### config.mk
export PLATFORM = sky130hd
export DESIGN_NAME = dec_stream_loader
export DESIGN_NICKNAME = d
export VERILOG_FILES = /design/src/rtl/dec_stream_loader_pkg.sv /design/src/rtl/dec_stream_loader_ascii_classify.sv /design/src/rtl/dec_stream_loader.sv
export SDC_FILE = /design/constraint.sdc
export NUM_CORES = 1
export LEC_CHECK = 0
export ABC_CLOCK_PERIOD_IN_PS = 4850
export BUFFER_PORTS_ARGS = -buffer_cell sky130_fd_sc_hd__buf_2
export CORE_MARGIN = 3
export CORE_UTILIZATION = 25
export DETAILED_ROUTE_END_ITERATION = 10
export PLACE_DENSITY_LB_ADDON = 0.25
export SYNTH_ARGS = -nofsm -noshare
export SYNTH_HDL_FRONTEND = slang
export SYNTH_HIERARCHICAL = 1
export SYNTH_SLANG_ARGS = --single-unit
### constraint.sdc
create_clock -name clk -period 4.85 [get_ports clk]
set_input_delay 0 -clock clk [delete_from_list [all_inputs] [get_ports clk]]
set_output_delay 0 -clock clk [all_outputs]
set_load 0.01 [all_outputs]
### src/rtl/dec_stream_loader_pkg.sv
// dec_stream_loader_pkg: shared constants and state encoding for the
// ASCII decimal operand loader and its byte classifier.
package dec_stream_loader_pkg;

    localparam logic [7:0] ASCII_ZERO  = 8'h30;
    localparam logic [7:0] ASCII_NINE  = 8'h39;
    localparam logic [7:0] ASCII_SP    = 8'h20;
    localparam logic [7:0] ASCII_TAB   = 8'h09;
    localparam logic [7:0] ASCII_CR    = 8'h0D;
    localparam logic [7:0] ASCII_LF    = 8'h0A;
    localparam logic [7:0] ASCII_COMMA = 8'h2C;

    // Operand storage layout: matrix1, then vector, then matrix2.
    localparam int MAT1_BASE = 0;
    localparam int VEC_BASE  = 16;
    localparam int MAT2_BASE = 20;
    localparam int NUM_ITEMS = 36;

    typedef enum logic [1:0] {
        ST_IDLE  = 2'd0,
        ST_ACCUM = 2'd1,
        ST_DONE  = 2'd2
    } state_e;

endpackage

### src/rtl/dec_stream_loader_ascii_classify.sv
// ascii_classify: combinational byte classifier.
// Ports: byte_i in; is_digit/is_delim/is_illegal flags and digit value out.
module ascii_classify
    import dec_stream_loader_pkg::*;
(
    input  logic [7:0] byte_i,
    output logic       is_digit,
    output logic       is_delim,
    output logic       is_illegal,
    output logic [3:0] digit
);

    always_comb begin
        is_digit   = byte_i inside {[ASCII_ZERO:ASCII_NINE]};
        is_delim   = byte_i inside {ASCII_SP, ASCII_TAB, ASCII_CR,
                                    ASCII_LF, ASCII_COMMA};
        is_illegal = !is_digit && !is_delim;
        // ASCII '0'..'9' carry their value in the low nibble.
        digit      = is_digit ? byte_i[3:0] : 4'd0;
    end

endmodule

### src/rtl/dec_stream_loader.sv
// dec_stream_loader: parses ASCII decimal numbers from the UART byte
// stream and writes them as indexed items into operand storage.
// Ports: clk, reset, restart; rx_valid/rx_byte/rx_error from UART;
// wr_en/wr_addr/wr_data to storage; item_count, load_done, error flags.
module dec_stream_loader
    import dec_stream_loader_pkg::*;
#(
    parameter int VAL_W      = 8,
    parameter int NUM_ITEMS  = 36,
    parameter int MAX_DIGITS = 3,
    parameter int ADDR_W     = 6
) (
    input  logic              clk,
    input  logic              reset,
    input  logic              restart,
    input  logic              rx_valid,
    input  logic [7:0]        rx_byte,
    input  logic              rx_error,
    output logic              wr_en,
    output logic [ADDR_W-1:0] wr_addr,
    output logic [VAL_W-1:0]  wr_data,
    output logic [ADDR_W-1:0] item_count,
    output logic              load_done,
    output logic              overflow_err,
    output logic              format_err
);

    localparam int ACC_W  = VAL_W + 4;
    localparam int DCNT_W = $clog2(MAX_DIGITS + 1);

    localparam logic [ACC_W-1:0]   ACC_MAX  = '1;
    localparam logic [ACC_W-1:0]   VAL_MAX  = {4'b0, {VAL_W{1'b1}}};
    localparam logic [ACC_W+3:0]   TEN      = (ACC_W + 4)'(10);
    localparam logic [DCNT_W-1:0]  DCNT_MAX = DCNT_W'(MAX_DIGITS);
    localparam logic [ADDR_W-1:0]  LAST_IDX = ADDR_W'(NUM_ITEMS - 1);

    state_e              state_q, state_d;
    logic [ACC_W-1:0]    acc_q, acc_d;
    logic [DCNT_W-1:0]   dcnt_q, dcnt_d;
    logic                wr_en_q, wr_en_d;
    logic [ADDR_W-1:0]   wr_addr_q, wr_addr_d;
    logic [VAL_W-1:0]    wr_data_q, wr_data_d;
    logic [ADDR_W-1:0]   count_q, count_d;
    logic                done_q, done_d;
    logic                ovf_q, ovf_d;
    logic                fmt_q, fmt_d;

    logic                is_digit, is_delim, is_illegal;
    logic [3:0]          digit;

    logic                tok_bad, tok_dlm, tok_dig;
    logic [ACC_W-1:0]    acc_base, acc_step;
    logic [ACC_W+3:0]    prod;
    logic [DCNT_W-1:0]   dcnt_step;
    logic                commit;
    logic [ACC_W-1:0]    commit_val;

    ascii_classify u_cls (
        .byte_i     (rx_byte),
        .is_digit   (is_digit),
        .is_delim   (is_delim),
        .is_illegal (is_illegal),
        .digit      (digit)
    );

    // A framing error poisons any byte arriving with it, so the three
    // token kinds are mutually exclusive.
    always_comb begin
        tok_bad = rx_error || (rx_valid && is_illegal);
        tok_dlm = rx_valid && !rx_error && is_delim;
        tok_dig = rx_valid && !rx_error && is_digit;
    end

    // Next accumulator value if the current byte is a digit. In IDLE the
    // number starts from zero, so both states share one datapath.
    always_comb begin
        acc_base  = (state_q == ST_ACCUM) ? acc_q : '0;
        prod      = {4'b0, acc_base} * TEN + {{ACC_W{1'b0}}, digit};
        acc_step  = (prod > {4'b0, ACC_MAX}) ? ACC_MAX : prod[ACC_W-1:0];
        dcnt_step = ((state_q == ST_ACCUM) ? dcnt_q : '0) + DCNT_W'(1);
    end

    always_comb begin
        state_d    = state_q;
        acc_d      = acc_q;
        dcnt_d     = dcnt_q;
        wr_en_d    = 1'b0;
        wr_addr_d  = wr_addr_q;
        wr_data_d  = wr_data_q;
        count_d    = count_q;
        done_d     = done_q;
        ovf_d      = ovf_q;
        fmt_d      = fmt_q;
        commit     = 1'b0;
        commit_val = acc_q;

        if (state_q != ST_DONE) begin
            unique case (1'b1)
                tok_bad: begin
                    fmt_d   = 1'b1;
                    acc_d   = '0;
                    dcnt_d  = '0;
                    state_d = ST_IDLE;
                end
                tok_dlm: begin
                    // Delimiters in IDLE are padding, not empty items.
                    if (state_q == ST_ACCUM) begin
                        commit = 1'b1;
                    end
                end
                tok_dig: begin
                    acc_d   = acc_step;
                    dcnt_d  = dcnt_step;
                    state_d = ST_ACCUM;
                    if (dcnt_step == DCNT_MAX) begin
                        commit     = 1'b1;
                        commit_val = acc_step;
                    end
                end
                default: ;
            endcase
        end

        if (commit) begin
            wr_en_d   = 1'b1;
            wr_addr_d = count_q;
            count_d   = count_q + ADDR_W'(1);
            acc_d     = '0;
            dcnt_d    = '0;
            if (commit_val > VAL_MAX) begin
                wr_data_d = '1;
                ovf_d     = 1'b1;
            end else begin
                wr_data_d = commit_val[VAL_W-1:0];
            end
            if (count_q == LAST_IDX) begin
                done_d  = 1'b1;
                state_d = ST_DONE;
            end else begin
                state_d = ST_IDLE;
            end
        end
    end

    always_ff @(posedge clk) begin
        if (reset || restart) begin
            state_q   <= ST_IDLE;
            acc_q     <= '0;
            dcnt_q    <= '0;
            wr_en_q   <= 1'b0;
            wr_addr_q <= '0;
            wr_data_q <= '0;
            count_q   <= '0;
            done_q    <= 1'b0;
            ovf_q     <= 1'b0;
            fmt_q     <= 1'b0;
        end else begin
            state_q   <= state_d;
            acc_q     <= acc_d;
            dcnt_q    <= dcnt_d;
            wr_en_q   <= wr_en_d;
            wr_addr_q <= wr_addr_d;
            wr_data_q <= wr_data_d;
            count_q   <= count_d;
            done_q    <= done_d;
            ovf_q     <= ovf_d;
            fmt_q     <= fmt_d;
        end
    end

    assign wr_en        = wr_en_q;
    assign wr_addr      = wr_addr_q;
    assign wr_data      = wr_data_q;
    assign item_count   = count_q;
    assign load_done    = done_q;
    assign overflow_err = ovf_q;
    assign format_err   = fmt_q;

endmodule

==> impl_metrics.csv <==
group,metric,value,unit
status,status,"complete, no violations",
setup_path,crit_arrival,4430,ps
synth,avgSynthCellArea,8.27,um^2
setup_path,r2r_slack,630,ps
global_route,antenna_found_initial,0,
global_route,grt_pass1_wl,12.8,mm
die,initial_core_util,25.8,%
die,die_y,115,um
die,die_area,0.0133,mm^2
cts,postCtsSetupRepairBufs,0,
cts,cts_hold_buf,0,
synth,yosysWarningCount,6,
layout,diodes,0,
power_and_ir_drop,p_int,0.686,mW
detailed_routing,wl_per_cell,14.8,um
cts,ctsResizeCount,0,
sta,slew_headroom,36.8,%
global_route,grt.overflow.total,0,
die,die_w,115,um
cts,clockRootBuffer,"clkbuf_16",
detailed_routing,final_antenna_net_count,0,
detailed_routing,wl,7.86,mm
sta,slew_viol_final,0,
sta,fin_ws,625,ps
cts,cts_sinks,40,
setup_path,path_cells,"nor2b_1 -> and2_1 -> ha_1 -> ha_1 -> xor2_2 -> or4b_4 -> a21boi_4 -> nand3_4 -> xnor2_1 -> a2111oi_0 -> a311oi_4 -> o211ai_1",
sta,tns,0,ps
power_and_ir_drop,combPwrFrac,3.5,%
detailed_routing,drc,0,
detailed_routing,drt_iter0_markers,101,
sta,setup_violations,0,
synth,synth_cell_types,66,
place,pre_cts_ws,671,ps
power_and_ir_drop,power.density,244,mW/mm^2
die,row_count,39,
cts,cts_max_level,2,
sta,fin_crit_sh,87.1,%
die,ioPinCount,37,
synth,syn_nets,391,
place,hpwl,5.89,mm
setup_path,end_kind,"flop",
run,drv_cap,0,
power_and_ir_drop,swShare,18.3,%
synth,ys_ff_latch,40,
sta,min_period,4220,ps
hold_path,whs_endpoint,"overflow_err",
setup_path,crit_buf_inv,0,
cts,clk_latency,280,ps
setup_path,path_delay_family,"compound AO/OA/AOI/OAI gates",
cts,cts.clk_slew.worst_paths,60,ps
setup_path,rr_startpoint,"state_q[0]",
cts,cts_tree,"built",
sta,max_clock_freq,0.237,GHz
cts,clockBufferDepth,2,
setup_path,cp.required,5060,ps
setup_path,cp_max_fo,9,
synth,seq_area_frac_synth,26.9,%
detailed_routing,via_count,2706,
power_and_ir_drop,p_switching,0.153,mW
synth,postSynth.asyncResetShare,0,%
setup_path,crit_path_max_incr_delay,860,ps
detailed_routing,dr.pass1.iters,4,
power_and_ir_drop,leakagePower,1.31,nW
power_and_ir_drop,pwr-share-seq,39.3,%
hold_path,hp-class,"in -> reg",
setup_path,path_class,"reg -> reg",
detailed_routing,vias_per_cell,5.10,
setup_path,cpMaxStageDelayCell,"a2111oi_0",
synth,synth_ff_type,"dfxtp_1",
sta,tightest_slew,923,ps
power_and_ir_drop,pwr-share-clk,57.2,%
setup_path,cp-start-kind,"flop",
place,portBuffers,36,
hold_path,min_from,"reset",
sta,grt_setup_unrepaired,"no",
layout,final_net_count,418,
hold_path,hold_depth,4,
place,gp_congestion,0.769,
setup_path,cp_common_cell,"ha_1",
power_and_ir_drop,ir_drop,0.183,mV
setup_path,worstRegToRegCells,12,
cts,numCtsBuffers,5,
setup_path,r2r_end,"wr_data[2]",
global_route,grt_usage,12.0,%
global_route,grt_pass1_vias,2469,
sta,skew,3.62,ps
synth,netlist_instances,360,
layout,drive_above_1_share,20.9,%
layout,area_delta_synth_final,15.8,%
synth,synth_edf_count,0,
global_route,grt_max_degree,24,
synth,syn-cell-area,0.00298,mm^2
die,core_area,0.0115,mm^2
sta,hold_viol_final,0,
==> cells by family after synthesis <==
logic type / after synthesis / share of synthesized area [%]
AND/OR/NAND/NOR: 146 / 26.7
AO/OA/AOI/OAI: 98 / 23.9
flip-flops: 40 / 26.9
buffers and inverters: 28 / 5.42
XOR/XNOR: 27 / 8.20
adder cells (fa/ha/maj): 18 / 7.82
multiplexers: 3 / 1.05
==> placed cells by master, fill, tap and decap left out, types with 4 or more instances in the layout <==
cell / instances
ha_1: 17
inv_1: 9
nor3b_1: 4
o211ai_1: 4
a211oi_2: 4
nor3_1: 4
and2_1: 11
and3_1: 9
o21ai_0: 14
nand2_1: 37
nand3_1: 17
clkbuf_16: 5
a31oi_1: 4
nand2b_1: 6
nor2b_1: 4
xor2_1: 9
xnor2_1: 17
dfxtp_1: 40
a311oi_1: 7
buf_2: 36
a31o_2: 6
nor2_1: 29
a21oi_1: 35
==> per-stage QoR <==
step / total power, mW / hold slack (ps) / std cells / area (um^2) / utilization [%]
after global routing: 0.864 / 17.1 / 531 / 3450 / 29.9
after detailed placement: 0.366 / 294 / 523 / 3230 / 28.1
after floorplan: 0.355 / 170 / 360 / 2980 / -
final: 0.839 / 9.71 / 531 / 3450 / 29.9
after global placement: 0.366 / 300 / 523 / 3230 / 28.1
after CTS: 0.846 / 10.9 / 531 / 3450 / 29.9
==> how the worst max path moves through the flow <==
stage | end | startpoint | slack (ps) | cells past startpoint
floorplan | wr_data[0] | state_q[0] | 970 | 14
global route | wr_data[2] | state_q[0] | 230 | 12
finish | wr_data[2] | state_q[0] | 630 | 12
CTS | wr_data[1] | state_q[0] | 660 | 12
detailed placement | wr_data[2] | state_q[0] | 670 | 12
global placement | wr_data[1] | state_q[1] | 680 | 12
==> metal layers <==
metal / track usage [%] / part of all wire (%) / wire, um
met3: 1.53 / 4.3 / 336
met4: 3.60 / 1.6 / 127
met1: 17.7 / 50 / 3930
met5: 0 / 0 / 0
met2: 18.1 / 44 / 3470
==> synth_stat cells (all sizes together), types with 10 or more instances <==
cell    instances  area, um^2
a21oi          35         175
a311oi         10         118
and2           12        76.3
and3           11        71.3
clkbuf         14        82.6
dfxtp          40         801
ha             17         213
nand2          37         139
nand3          18         103
nor2           30         115
o21ai          16        83.8
xnor2          17         149
xor2           10        95.1
==> worst reg2reg max path, delay by kind of cell (launching register included) <==
kind / cells / cell delay [ps]
AOI/OAI and AO/OA: 4 / 1430
and+or+nand+nor: 4 / 1260
DFF: 1 / 390
xor gates and xnor gates: 2 / 480
adders and majority gates: 2 / 600
==> flip-flops by register name, indices dropped and copies added, names as in the netlist <==
name,count
wr_en,1
wr_addr,6
item_count,6
dcnt_q,2
overflow_err,1
acc_q,12
load_done,1
wr_data,8
state_q,2
format_err,1
==> power groups by stage <==
stage	Sequential [mW]	Clock [mW]	Combinational, mW
3_5_place_dp	0.337	0	0.0292
5_1_grt	0.330	0.502	0.0326
6_report	0.330	0.480	0.0295
4_1_cts	0.330	0.486	0.0295
3_3_place_gp	0.337	0	0.0290
2_1_floorplan	0.337	0	0.0178
==> final cells by class <==
class	instances	area, um^2
clock buffers	5	125
clock inverters	3	90.1
fillers	1235	8070
inverters	9	33.8
multi-input cells	292	2010
flip-flops and latches	40	801
well taps	143	179
repair buffers	39	203
(Power assumes the default switching activity.)
